**config.mk**
```make
export PLATFORM = sky130hd
export DESIGN_NAME = wb_uart_rx
export DESIGN_NICKNAME = d
export VERILOG_FILES = /design/src/rtl/wb_uart_rx.sv
export SDC_FILE = /design/constraint.sdc
export NUM_CORES = 1
export LEC_CHECK = 0
export ABC_AREA = 1
export ABC_CLOCK_PERIOD_IN_PS = 4100
export BUFFER_PORTS_ARGS = -buffer_cell sky130_fd_sc_hd__clkbuf_2
export CAP_MARGIN = 40
export CORE_MARGIN = 2
export CORE_UTILIZATION = 54
export DETAILED_ROUTE_END_ITERATION = 12
export GPL_ROUTABILITY_DRIVEN = 0
export PLACE_DENSITY = 0.84
export REMOVE_ABC_BUFFERS = 1
export SLEW_MARGIN = 20
export SYNTH_ARGS = -nofsm -noshare
export SYNTH_HDL_FRONTEND = slang
export SYNTH_SLANG_ARGS = --single-unit
```
**constraint.sdc**
```tcl
create_clock -name clk_i -period 4.1 [get_ports clk_i]
set_clock_uncertainty 0.2 [all_clocks]
set_input_delay 1.23 -clock clk_i [delete_from_list [all_inputs] [get_ports clk_i]]
set_output_delay 1.23 -clock clk_i [all_outputs]
set_load 0.005 [all_outputs]
```
**src/rtl/wb_uart_rx.sv**
```systemverilog
// 8N1 UART receiver with a small receive FIFO behind a two-register Wishbone slave.
// DATA (addr[2]=0) pops the head byte; STATUS (addr[2]=1) reports FIFO state and sticky errors.

module wb_uart_rx #(
  parameter int unsigned WB_DATA_WIDTH = 32,
  parameter int unsigned WB_ADDR_WIDTH = 32,
  parameter int unsigned CLKS_PER_BIT  = 16,
  parameter int unsigned FIFO_DEPTH    = 4
) (
  input  logic                       clk_i,
  input  logic                       rst_i,
  input  logic [WB_ADDR_WIDTH-1:0]   wb_addr_i,
  input  logic [WB_DATA_WIDTH-1:0]   wb_data_i,
  input  logic [WB_DATA_WIDTH/8-1:0] wb_sel_i,
  input  logic                       wb_we_i,
  input  logic                       wb_cyc_i,
  input  logic                       wb_stb_i,
  output logic                       wb_ack_o,
  output logic [WB_DATA_WIDTH-1:0]   wb_data_o,
  input  logic                       uart_rx_i,
  output logic                       rx_irq_o
);

  localparam int unsigned CNT_W = $clog2(CLKS_PER_BIT);
  localparam int unsigned PTR_W = $clog2(FIFO_DEPTH);
  localparam int unsigned LVL_W = PTR_W + 1;

  typedef enum logic [1:0] {
    IDLE  = 2'd0,
    START = 2'd1,
    DATA  = 2'd2,
    STOP  = 2'd3
  } state_t;

  state_t             state;
  state_t             state_nxt;

  logic               rx_sync1;
  logic               rx_sync2;
  logic               rx_prev;
  logic               fall_c;

  logic [CNT_W-1:0]   bit_cnt;
  logic               cnt_zero_c;
  logic [2:0]         bit_idx;
  logic [7:0]         shreg;

  logic               load_half_c;
  logic               load_full_c;
  logic               shift_c;
  logic               push_c;
  logic               frame_set_c;

  logic [7:0]         mem [FIFO_DEPTH];
  logic [PTR_W-1:0]   wr_ptr;
  logic [PTR_W-1:0]   rd_ptr;
  logic [LVL_W-1:0]   count;
  logic [LVL_W-1:0]   count_nxt_c;
  logic               full_c;
  logic               not_empty_c;
  logic               wr_en_c;
  logic               pop_c;
  logic               ovr_set_c;

  logic               overrun;
  logic               frame_err;

  logic               req_c;
  logic               rd_req_c;
  logic               clr_c;
  logic [15:0]        status_c;
  logic [WB_DATA_WIDTH-1:0] rdata_c;

  logic               unused_bits;
  assign unused_bits = ^{wb_addr_i, wb_data_i, wb_sel_i};

  // Two-flop synchronizer plus edge-detect flop; all reset low so a line
  // held low through reset must be seen high before a start is accepted.
  always_ff @(posedge clk_i or posedge rst_i) begin
    if (rst_i) begin
      rx_sync1 <= 1'b0;
      rx_sync2 <= 1'b0;
      rx_prev  <= 1'b0;
    end else begin
      rx_sync1 <= uart_rx_i;
      rx_sync2 <= rx_sync1;
      rx_prev  <= rx_sync2;
    end
  end

  assign fall_c     = rx_prev & ~rx_sync2;
  assign cnt_zero_c = (bit_cnt == '0);

  always_ff @(posedge clk_i or posedge rst_i) begin
    if (rst_i) begin
      state <= IDLE;
    end else begin
      state <= state_nxt;
    end
  end

  always_comb begin
    state_nxt = state;
    case (state)
      IDLE:  if (fall_c) state_nxt = START;
      START: if (cnt_zero_c) state_nxt = rx_sync2 ? IDLE : DATA;
      DATA:  if (cnt_zero_c && (bit_idx == 3'd7)) state_nxt = STOP;
      STOP:  if (cnt_zero_c) state_nxt = IDLE;
      default: state_nxt = IDLE;
    endcase
  end

  always_comb begin
    load_half_c = 1'b0;
    load_full_c = 1'b0;
    shift_c     = 1'b0;
    push_c      = 1'b0;
    frame_set_c = 1'b0;
    case (state)
      IDLE:  load_half_c = fall_c;
      START: load_full_c = cnt_zero_c & ~rx_sync2;
      DATA: begin
        shift_c     = cnt_zero_c;
        load_full_c = cnt_zero_c;
      end
      STOP: begin
        push_c      = cnt_zero_c & rx_sync2;
        frame_set_c = cnt_zero_c & ~rx_sync2;
      end
      default: ;
    endcase
  end

  // Bit timer, bit index and LSB-first shift register.
  always_ff @(posedge clk_i or posedge rst_i) begin
    if (rst_i) begin
      bit_cnt <= '0;
      bit_idx <= '0;
      shreg   <= '0;
    end else begin
      if (load_half_c) begin
        bit_cnt <= CNT_W'(CLKS_PER_BIT / 2 - 1);
      end else if (load_full_c) begin
        bit_cnt <= CNT_W'(CLKS_PER_BIT - 1);
      end else if (!cnt_zero_c) begin
        bit_cnt <= bit_cnt - CNT_W'(1);
      end
      if (load_half_c) begin
        bit_idx <= '0;
      end else if (shift_c) begin
        bit_idx <= bit_idx + 3'd1;
      end
      if (shift_c) begin
        shreg <= {rx_sync2, shreg[7:1]};
      end
    end
  end

  assign req_c    = wb_cyc_i & wb_stb_i & ~wb_ack_o;
  assign rd_req_c = req_c & ~wb_we_i & ~wb_addr_i[2];
  assign clr_c    = req_c & wb_we_i & wb_addr_i[2] & wb_sel_i[0];

  assign full_c      = (count == LVL_W'(FIFO_DEPTH));
  assign not_empty_c = (count != '0);
  assign pop_c       = rd_req_c & not_empty_c;
  // A pop in the same cycle frees the slot, so a push into a full FIFO still lands.
  assign wr_en_c     = push_c & (~full_c | pop_c);
  assign ovr_set_c   = push_c & full_c & ~pop_c;

  always_comb begin
    count_nxt_c = count;
    if (wr_en_c && !pop_c) begin
      count_nxt_c = count + LVL_W'(1);
    end else if (!wr_en_c && pop_c) begin
      count_nxt_c = count - LVL_W'(1);
    end
  end

  always_ff @(posedge clk_i) begin
    if (wr_en_c) begin
      mem[wr_ptr] <= shreg;
    end
  end

  always_ff @(posedge clk_i or posedge rst_i) begin
    if (rst_i) begin
      wr_ptr   <= '0;
      rd_ptr   <= '0;
      count    <= '0;
      rx_irq_o <= 1'b0;
    end else begin
      if (wr_en_c) begin
        wr_ptr <= wr_ptr + PTR_W'(1);
      end
      if (pop_c) begin
        rd_ptr <= rd_ptr + PTR_W'(1);
      end
      count    <= count_nxt_c;
      rx_irq_o <= (count_nxt_c != '0);
    end
  end

  // Sticky error flags; a new error in the same cycle as a clear wins.
  always_ff @(posedge clk_i or posedge rst_i) begin
    if (rst_i) begin
      overrun   <= 1'b0;
      frame_err <= 1'b0;
    end else begin
      overrun   <= ovr_set_c | (overrun & ~(clr_c & wb_data_i[2]));
      frame_err <= frame_set_c | (frame_err & ~(clr_c & wb_data_i[3]));
    end
  end

  assign status_c = {8'(count), 4'b0000, frame_err, overrun, full_c, not_empty_c};

  always_comb begin
    rdata_c = '0;
    if (wb_addr_i[2]) begin
      rdata_c = WB_DATA_WIDTH'(status_c);
    end else if (not_empty_c) begin
      rdata_c = WB_DATA_WIDTH'(mem[rd_ptr]);
    end
  end

  always_ff @(posedge clk_i or posedge rst_i) begin
    if (rst_i) begin
      wb_ack_o  <= 1'b0;
      wb_data_o <= '0;
    end else begin
      wb_ack_o  <= req_c;
      wb_data_o <= (req_c && !wb_we_i) ? rdata_c : '0;
    end
  end

endmodule

```
==> results of run 1 <==
critical path, delay by kind of cell:
kind / cells / cell delay (ns)
buf+inv: 1 / 0.11
simple gates: 5 / 1.32
layer usage:
layer	routed length (um)	up-vias	share of wire, %
met5	0	-	0
met4	83	0	1.5
met3	327	6	5.7
met2	2860	75	50
met1	2420	1007	43
li1	-	1053	-
cell families (layout without fill, tap and decap cells):
kind of cell	Yosys count	after routing
XOR/XNOR	6	6
AND/OR/NAND/NOR	109	109
buffers and inverters	64	78
adder cells (fa/ha/maj)	15	15
AO/OA/AOI/OAI	46	46
other	1	21
flip-flops	74	74
metrics by stage:
step,instance area (sq um),worst slack [ns],std cells
CTS,3730,1.23,424
global route,3730,1.14,424
global placement,3510,0.903,408
floorplan,3300,1.37,309
detailed placement,3510,0.855,408
finish,3730,1.21,424
registers in the layout (all words and copies together), names as in the netlist, named ones only:
| name | flops |
|---|---|
| mem | 32 |
| wb_data_o | 11 |
| shreg | 8 |
| bit_cnt | 4 |
| bit_idx | 3 |
| count | 3 |
| rd_ptr | 2 |
| wr_ptr | 2 |
| frame_err | 1 |
| overrun | 1 |
| rx_irq_o | 1 |
| rx_prev | 1 |
| rx_sync1 | 1 |
| rx_sync2 | 1 |
| state | 1 |
| wb_ack_o | 1 |
where the power goes:
group	total [mW]	internal, mW	switching (mW)
Sequential	0.960	0.864	0.0960
Combinational	0.545	0.212	0.332
Clock	0.619	0.357	0.261
Total	2.12	1.43	0.690
final cells by class:
cell class                 count  area (sq um)
clock buffer                  11           141
clock inverter                 5          77.6
fill                         435          2260
inverter                      38           143
multi-input combinational    197          1140
sequential                    74          2010
tap                           75          93.8
timing repair buffer          24           125
cells in the mapped netlist, drive strengths merged (5+ instances only):
| library cell | number | area, sq um |
|---|---|---|
| ha | 15 | 188 |
| inv | 38 | 143 |
| a21oi | 5 | 28.8 |
| nor2 | 32 | 154 |
| nor3 | 5 | 36.3 |
| buf | 25 | 180 |
| dfrtp | 42 | 1050 |
| nand3 | 14 | 82.6 |
| o22ai | 8 | 50.1 |
| edfxtp | 32 | 961 |
| o21ai | 26 | 130 |
| nand2 | 57 | 273 |
placed cells by master (no fill, tap or decap), drive strengths merged:
cell,instances
nand2,57
dfrtp,42
inv,37
clkbuf,33
edfxtp,32
nor2,32
o21ai,26
conb,21
ha,15
nand3,14
o22ai,8
a21oi,5
nor3,5
xor2,3
xnor2,3
clkinv,3
a32o,2
o211ai,2
bufinv,2
buf,2
o211a,1
o31ai,1
nand4,1
o221ai,1
clkinvlp,1
worst max-delay path by stage:
| stage | startpoint | end | slack (ns) | cells after the start |
|---|---|---|---|---|
| after floorplan | wb_cyc_i | mem[0][0] | 1.37 | 6 |
| after global placement | wb_we_i | mem[0][4] | 0.90 | 6 |
| after detailed placement | wb_we_i | mem[0][4] | 0.86 | 6 |
| after CTS | wb_we_i | mem[0][0] | 1.23 | 6 |
| after global routing | wb_stb_i | mem[1][1] | 1.14 | 7 |
| final | wb_we_i | mem[0][0] | 1.21 | 6 |
==> impl_results.html, run 1 <==
<table>
<tr><th>Metric</th><th>Value</th></tr>
<tr><th colspan="2">Power and ir drop</th></tr>
<tr><td>Power Total</td><td>2.12 mW</td></tr>
<tr><td>Leakage component of the power</td><td>1.80 nW</td></tr>
<tr><td>Power per Cell Area</td><td>569 nW/um^2</td></tr>
<tr><td>Worst VDD drop</td><td>0.330 mV</td></tr>
<tr><th colspan="2">STA</th></tr>
<tr><td>Final critical delay including setup and external delays</td><td>2.89 ns</td></tr>
<tr><td>Maximum clock frequency</td><td>346 MHz</td></tr>
<tr><td>Total count of max-transition violations in the final report</td><td>0</td></tr>
<tr><td>Setup repair after global routing missed its margin</td><td>no</td></tr>
<tr><td>Fin Hold WS</td><td>0.151 ns</td></tr>
<tr><td>Final hold vios</td><td>0</td></tr>
<tr><td>Measured slew at the worst slew-check pin</td><td>0.839 ns</td></tr>
<tr><td>Post-route clock period utilization</td><td>70.5%</td></tr>
<tr><td>Count of final setup violators</td><td>0</td></tr>
<tr><td>Worst max-slew margin expressed relative to the limit</td><td>43.8%</td></tr>
<tr><td>Sum of negative setup slack</td><td>0 ns</td></tr>
<tr><th colspan="2">GRT</th></tr>
<tr><td>Global-route wire length before repair</td><td>9720 um</td></tr>
<tr><td>Met1 capacity usage during global routing</td><td>21.3%</td></tr>
<tr><td>Initial antenna violation count</td><td>0</td></tr>
<tr><td>Overflow left after global routing</td><td>0</td></tr>
<tr><td>Met2 usage</td><td>30.4%</td></tr>
<tr><td>Most utilized layer in the global route result</td><td>met2</td></tr>
<tr><td>Fraction of met3 tracks used by global routing</td><td>4.97%</td></tr>
<tr><td>GRT Overall Usage</td><td>17.9%</td></tr>
<tr><td>Pin count of the biggest net entering global routing</td><td>43</td></tr>
<tr><td>Via count of the first global-routing pass</td><td>2,146</td></tr>
<tr><th colspan="2">Final layout</th></tr>
<tr><td>Inserted Diodes</td><td>0</td></tr>
<tr><td>Fraction of layout cells with a size suffix above 1</td><td>17.5%</td></tr>
<tr><td>Utilization after layout</td><td>62.3%</td></tr>
<tr><td>Final #Nets</td><td>433</td></tr>
<tr><td>Synth-to-Final Area Change</td><td>9.67%</td></tr>
<tr><th colspan="2">Yosys</th></tr>
<tr><td>Post-synthesis sequential area ratio</td><td>59.1%</td></tr>
<tr><td>Mapped Cells</td><td>315</td></tr>
<tr><td>Post-synthesis xor/xnor area fraction</td><td>1.54%</td></tr>
<tr><td>Number of flops mapped to enable cells by yosys</td><td>32</td></tr>
<tr><td>Post-synthesis share of cell area spent on full adders, half adders and majority gates</td><td>5.51%</td></tr>
<tr><td>Proportion of synthesized area in mux cells</td><td>0%</td></tr>
<tr><td>Share of synthesized cell area in and, or, nand and nor gates</td><td>16.2%</td></tr>
<tr><td>Synth Area in Compound Gates</td><td>7.94%</td></tr>
<tr><td>Asr flop ratio synth</td><td>56.8%</td></tr>
<tr><td>Number of distinct library cells after synthesis</td><td>34</td></tr>
<tr><td>Most instantiated flip-flop cell in the synthesis netlist</td><td>sky130_fd_sc_hd__dfrtp_1</td></tr>
<tr><td>Cell Area, Synth</td><td>3400 sq um</td></tr>
<tr><td>Main combinational cell family by area after synthesis</td><td>simple AND/OR/NAND/NOR gates</td></tr>
<tr><td>Average cell area after synthesis</td><td>10.8 sq um</td></tr>
<tr><td>Flip-flop and latch count after synthesis</td><td>74</td></tr>
<tr><td>Yosys warning count</td><td>0</td></tr>
<tr><th colspan="2">Hold path</th></tr>
<tr><td>Hold-critical path endpoint</td><td>rx_sync2</td></tr>
<tr><td>Number of cells on the worst hold path</td><td>0</td></tr>
<tr><td>Worst hold-check path type</td><td>reg -&gt; reg</td></tr>
<tr><td>Startpoint of the lowest-slack hold path</td><td>rx_sync1</td></tr>
<tr><th colspan="2">Clock tree</th></tr>
<tr><td>Sink Count</td><td>74</td></tr>
<tr><td>Insertion delay of the later-clocked pin in the worst-skew pair</td><td>0.35 ns</td></tr>
<tr><td>TritonCTS clock tree</td><td>done</td></tr>
<tr><td>Clock-pin slew of the registers on the worst-case setup and hold paths</td><td>0.07 ns</td></tr>
<tr><td>Clock Path Buffers</td><td>2</td></tr>
<tr><td>H-tree level count</td><td>3</td></tr>
<tr><td>Clock buffer count from CTS</td><td>9</td></tr>
<tr><td>Post-CTS Hold Fix Bufs</td><td>0</td></tr>
<tr><td>Post-CTS Setup Bufs</td><td>0</td></tr>
<tr><td>CTS-repair resized insts</td><td>0</td></tr>
<tr><td>CTS root buffer</td><td>sky130_fd_sc_hd__clkbuf_8</td></tr>
<tr><th colspan="2">Worst setup path</th></tr>
<tr><td>Worst r2r dst</td><td>mem[0][0]</td></tr>
<tr><td>Type of origin of the critical path</td><td>primary input</td></tr>
<tr><td>Crit. End Element</td><td>register</td></tr>
<tr><td>Max stage delay on crit path</td><td>0.67 ns</td></tr>
<tr><td>R2R depth</td><td>9</td></tr>
<tr><td>Crit Path Max Fanout</td><td>8</td></tr>
<tr><td>Req. time, crit path</td><td>3.88 ns</td></tr>
<tr><td>R2R setup slack</td><td>1.60 ns</td></tr>
<tr><td>Worst reg2reg path startpoint</td><td>count[0]</td></tr>
<tr><td>CP max-delay cell</td><td>sky130_fd_sc_hd__nor2_1</td></tr>
<tr><td>Sequence of cells on the critical path</td><td>clkbuf_2 -&gt; nor3_4 -&gt; nand2_4 -&gt; nand2_1 -&gt; nand2_2 -&gt; nor2_1</td></tr>
<tr><td>Critical path arrival</td><td>2.67 ns</td></tr>
<tr><td>Type of the worst setup path</td><td>in -&gt; reg</td></tr>
<tr><th colspan="2">Route</th></tr>
<tr><td>Routed wirelength normalized by instance count</td><td>13.4 um</td></tr>
<tr><td>Post-detailed-route count of antenna-violating nets</td><td>0</td></tr>
<tr><td>Remaining design rule violation count</td><td>0</td></tr>
<tr><td>Violation count after the first detailed-route iteration</td><td>130</td></tr>
<tr><td>Ratio of routed vias to standard cells</td><td>5.05</td></tr>
<tr><td>Total via count after detailed routing</td><td>2,141</td></tr>
<tr><td>Number of detailed-route iterations in the first pass</td><td>4</td></tr>
<tr><td>Overall routed net length</td><td>5690 um</td></tr>
<tr><th colspan="2">Floorplan</th></tr>
<tr><td>Full die area</td><td>6960 sq um</td></tr>
<tr><td>Width of the die</td><td>83.4 um</td></tr>
<tr><td>Number of I/O pins</td><td>108</td></tr>
<tr><td>Initial standard-cell utilization of the core</td><td>56.8%</td></tr>
<tr><td>Placement Rows</td><td>28</td></tr>
<tr><td>Core Region</td><td>5990 sq um</td></tr>
<tr><td>Die extent in y</td><td>83.4 um</td></tr>
<tr><th colspan="2">Placed design</th></tr>
<tr><td>Port Buffers</td><td>22</td></tr>
<tr><td>Final HPWL from detailed placement</td><td>3800 um</td></tr>
<tr><th colspan="2">Run</th></tr>
<tr><td>Max-capacitance violation count</td><td>0</td></tr>
<tr><th colspan="2">Outcome</th></tr>
<tr><td>Result of the run</td><td>completed</td></tr>
</table>
Note: power is estimated with default switching activity, not from simulation.
==> run 2, diff against run 1 <==
ABC_CLOCK_PERIOD_IN_PS = 2400   (was 4100)
CORE_UTILIZATION = 46   (was 54)
PLACE_DENSITY = 0.76   (was 0.84)
clock period = 2.4 ns   (was 4.1 ns; I/O delays follow)
==> run 2 against run 1 <==
Net effect:
- cell count increased by 7.1%
- critical endpoint is now mem[1][2]
- largest cell class unchanged
- sequential share of layout area decreased by 0.59 points
- first-iteration DRC count decreased by 11%
- via count increased by 0.14%
- setup slack got worse by 0.89 ns
==> impl_results.html, run 2 (synthesis gave the netlist of run 1 again) <==
<table>
<tr><th>Metric</th><th>Value</th></tr>
<tr><th colspan="2">Outcome</th></tr>
<tr><td>Result of the run</td><td>completed</td></tr>
<tr><th colspan="2">Final layout</th></tr>
<tr><td>Number of fill cells</td><td>618 (+42%)</td></tr>
<tr><td>Area taken by multi-input logic gates</td><td>1140 sq um (unchanged)</td></tr>
<tr><td>Inserted Diodes</td><td>0 (unchanged)</td></tr>
<tr><td>Fraction of layout cells with a size suffix above 1</td><td>18.6% (+1.1 points)</td></tr>
<tr><td>Final Instance Count excl. Fillers</td><td>454 (+7.1%)</td></tr>
<tr><td>Utilization after layout</td><td>52.3% (-10 points)</td></tr>
<tr><td>Commonest cells after routing, fill and taps aside</td><td>sky130_fd_sc_hd__nand2_1, sky130_fd_sc_hd__dfrtp_1, sky130_fd_sc_hd__inv_1, sky130_fd_sc_hd__edfxtp_1, sky130_fd_sc_hd__nor2_1</td></tr>
<tr><td>Final design area excluding fillers</td><td>3770 sq um (+1.1%)</td></tr>
<tr><td>Synth-to-Final Area Change</td><td>10.9%</td></tr>
<tr><td>Flip-flop count of the largest register after layout</td><td>32 (unchanged)</td></tr>
<tr><td>Regs by FF count</td><td>mem (32), wb_data_o (11), shreg (8)</td></tr>
<tr><td>Leading cell type in the layout, fill and taps excluded</td><td>sky130_fd_sc_hd__nand2_1</td></tr>
<tr><td>Sequential cell area</td><td>2010 sq um (unchanged)</td></tr>
<tr><td>Top register by number of flip-flops</td><td>mem</td></tr>
<tr><td>Final #Nets</td><td>439 (+1.4%)</td></tr>
<tr><th colspan="2">Placed design</th></tr>
<tr><td>Setup Slack @ Placement</td><td>0.140 ns (-0.715 ns)</td></tr>
<tr><td>Port Buffers</td><td>22 (unchanged)</td></tr>
<tr><td>Placed Instances</td><td>438 (+7.4%)</td></tr>
<tr><td>Final HPWL from detailed placement</td><td>3900 um (+2.6%)</td></tr>
<tr><td>Placement-stage cell area</td><td>3590 sq um (+2.1%)</td></tr>
<tr><th colspan="2">Power and ir drop</th></tr>
<tr><td>Power per Cell Area</td><td>923 nW/um^2 (+62%)</td></tr>
<tr><td>Power Total</td><td>3.48 mW (+64%)</td></tr>
<tr><td>Worst VDD drop</td><td>0.327 mV (-0.84%)</td></tr>
<tr><td>Leakage component of the power</td><td>1.82 nW (+1.1%)</td></tr>
<tr><th colspan="2">Clock tree</th></tr>
<tr><td>Clock Path Buffers</td><td>2 (unchanged)</td></tr>
<tr><td>TritonCTS clock tree</td><td>done</td></tr>
<tr><td>Sink Count</td><td>74 (unchanged)</td></tr>
<tr><td>Insertion delay of the later-clocked pin in the worst-skew pair</td><td>0.33 ns (-0.02 ns)</td></tr>
<tr><td>Clock-pin slew of the registers on the worst-case setup and hold paths</td><td>0.07 ns (about the same)</td></tr>
<tr><td>H-tree level count</td><td>3 (unchanged)</td></tr>
<tr><td>Clock buffer count from CTS</td><td>9 (unchanged)</td></tr>
<tr><td>CTS root buffer</td><td>sky130_fd_sc_hd__clkbuf_8</td></tr>
<tr><td>Post-CTS Setup Bufs</td><td>0 (unchanged)</td></tr>
<tr><td>CTS-repair resized insts</td><td>0 (unchanged)</td></tr>
<tr><td>Post-CTS Hold Fix Bufs</td><td>0 (unchanged)</td></tr>
<tr><th colspan="2">STA</th></tr>
<tr><td>Post-route clock period utilization</td><td>86.8%</td></tr>
<tr><td>Total count of max-transition violations in the final report</td><td>0 (unchanged)</td></tr>
<tr><td>Fin Hold WS</td><td>0.158 ns (+0.00695 ns)</td></tr>
<tr><td>Measured slew at the worst slew-check pin</td><td>0.533 ns (-0.307 ns)</td></tr>
<tr><td>Final critical delay including setup and external delays</td><td>2.08 ns</td></tr>
<tr><td>Worst max-slew margin expressed relative to the limit</td><td>64.5% (+21 points)</td></tr>
<tr><td>Setup repair after global routing missed its margin</td><td>no</td></tr>
<tr><td>Final hold vios</td><td>0 (unchanged)</td></tr>
<tr><td>Count of final setup violators</td><td>0 (unchanged)</td></tr>
<tr><td>Final setup margin</td><td>0.317 ns (-0.891 ns)</td></tr>
<tr><td>Maximum clock frequency</td><td>480 MHz</td></tr>
<tr><td>Sum of negative setup slack</td><td>0 ns (unchanged)</td></tr>
<tr><th colspan="2">Floorplan</th></tr>
<tr><td>Initial standard-cell utilization of the core</td><td>47.2% (-9.6 points)</td></tr>
<tr><td>Full die area</td><td>8110 sq um (+17%)</td></tr>
<tr><td>Placement Rows</td><td>31 (+11%)</td></tr>
<tr><td>Core Region</td><td>7210 sq um (+20%)</td></tr>
<tr><td>Width of the die</td><td>90.0 um (+7.9%)</td></tr>
<tr><td>Number of I/O pins</td><td>108 (unchanged)</td></tr>
<tr><td>Die extent in y</td><td>90.0 um (+7.9%)</td></tr>
<tr><th colspan="2">GRT</th></tr>
<tr><td>Via count of the first global-routing pass</td><td>2,035 (-5.2%)</td></tr>
<tr><td>Pin count of the biggest net entering global routing</td><td>43 (unchanged)</td></tr>
<tr><td>Overflow left after global routing</td><td>0 (unchanged)</td></tr>
<tr><td>Global-route wire length before repair</td><td>9620 um (-1.1%)</td></tr>
<tr><td>GRT Overall Usage</td><td>14.9% (-3.1 points)</td></tr>
<tr><td>Initial antenna violation count</td><td>0 (unchanged)</td></tr>
<tr><th colspan="2">Route</th></tr>
<tr><td>Violation count after the first detailed-route iteration</td><td>116 (-11%)</td></tr>
<tr><td>Post-detailed-route count of antenna-violating nets</td><td>0 (unchanged)</td></tr>
<tr><td>Overall routed net length</td><td>5620 um (-1.1%)</td></tr>
<tr><td>Total via count after detailed routing</td><td>2,144 (+0.14%)</td></tr>
<tr><td>Number of detailed-route iterations in the first pass</td><td>4 (unchanged)</td></tr>
<tr><td>Ratio of routed vias to standard cells</td><td>4.72 (-6.5%)</td></tr>
<tr><td>Remaining design rule violation count</td><td>0 (unchanged)</td></tr>
<tr><td>Routed wirelength normalized by instance count</td><td>12.4 um (-7.7%)</td></tr>
<tr><th colspan="2">Worst setup path</th></tr>
<tr><td>Max stage delay on crit path</td><td>0.38 ns (-0.29 ns)</td></tr>
<tr><td>Crit. End Element</td><td>register</td></tr>
<tr><td>Req. time, crit path</td><td>2.24 ns (-1.64 ns)</td></tr>
<tr><td>Type of the worst setup path</td><td>reg -&gt; reg</td></tr>
<tr><td>Type of origin of the critical path</td><td>register</td></tr>
<tr><td>Cell seen most often among critical-path stages</td><td>sky130_fd_sc_hd__nand2_4</td></tr>
<tr><td>CP max-delay cell</td><td>sky130_fd_sc_hd__dfrtp_1</td></tr>
<tr><td>Sequence of cells on the critical path</td><td>inv_1 -&gt; ha_1 -&gt; nand2_4 -&gt; nand2_4 -&gt; inv_2 -&gt; nand2_4 -&gt; nand2_1 -&gt; nand2_2 -&gt; nor2_1 -&gt; buf_4</td></tr>
<tr><td>Crit Path Max Fanout</td><td>8 (unchanged)</td></tr>
<tr><td>Critical path arrival</td><td>1.92 ns (-0.75 ns)</td></tr>
<tr><th colspan="2">Hold path</th></tr>
<tr><td>Worst hold-check path type</td><td>reg -&gt; reg</td></tr>
<tr><th colspan="2">Run</th></tr>
<tr><td>Max-capacitance violation count</td><td>0 (unchanged)</td></tr>
</table>
==> run 2: cell count changes in the layout (fill, tap and decap cells not counted), sizes merged <==
cell      before  now
buf            2    8
bufinv         2    1
clkbuf        33   32
clkinv         3    6
clkinvlp       1    0
==> run 2: path summary, 6_finish.rpt <==
check	from	to	slack, ns	cells past startpoint
max	count[0]	mem[1][2]	0.32	10
min in group asynchronous	rst_i	async pin	0.28	3
max in group asynchronous	rst_i	rd_ptr[1]	1.35	3
max reg2reg	count[0]	mem[1][2]	0.32	10
min	rx_sync1	rx_sync2	0.16	0
min reg2reg	rx_sync1	rx_sync2	0.16	0
==> run 2: cell type report <==
type | count | share of cell area (%)
clock buffers | 10 | 3.38
multi-input cells | 197 | 30.2
repair buffers | 30 | 4.51
clock inverters | 6 | 1.52
inverters | 38 | 3.78
flip-flops and latches | 74 | 53.3
well taps | 99 | 3.28
==> run 2: power by group <==
part | switching [mW] | total (mW) | internal (mW) | leakage, nW
sequential | 0.130 | 1.61 | 1.48 | 0.870
clock | 0.423 | 0.896 | 0.473 | 0.0974
combinational | 0.603 | 0.980 | 0.377 | 0.852
total | 1.16 | 3.48 | 2.33 | 1.82
==> run 2: per-layer routing <==
metal | GRT usage (%) | vias to the layer above | routed length (um)
met4 | 5.38 | 0 | 36
li1 | - | 1065 | -
met3 | 3.86 | 4 | 251
met2 | 25.4 | 62 | 2850
met1 | 18.3 | 1013 | 2480
met5 | 0 | - | 0
==> run 2: critical path, delay by kind of cell, from the launching register on <==
| kind | cells | cell delay [ns] |
|---|---|---|
| AND/OR/NAND/NOR | 6 | 0.57 |
| flip-flops | 1 | 0.38 |
| buffers and inverters | 3 | 0.37 |
| adder cells (fa/ha/maj) | 1 | 0.25 |
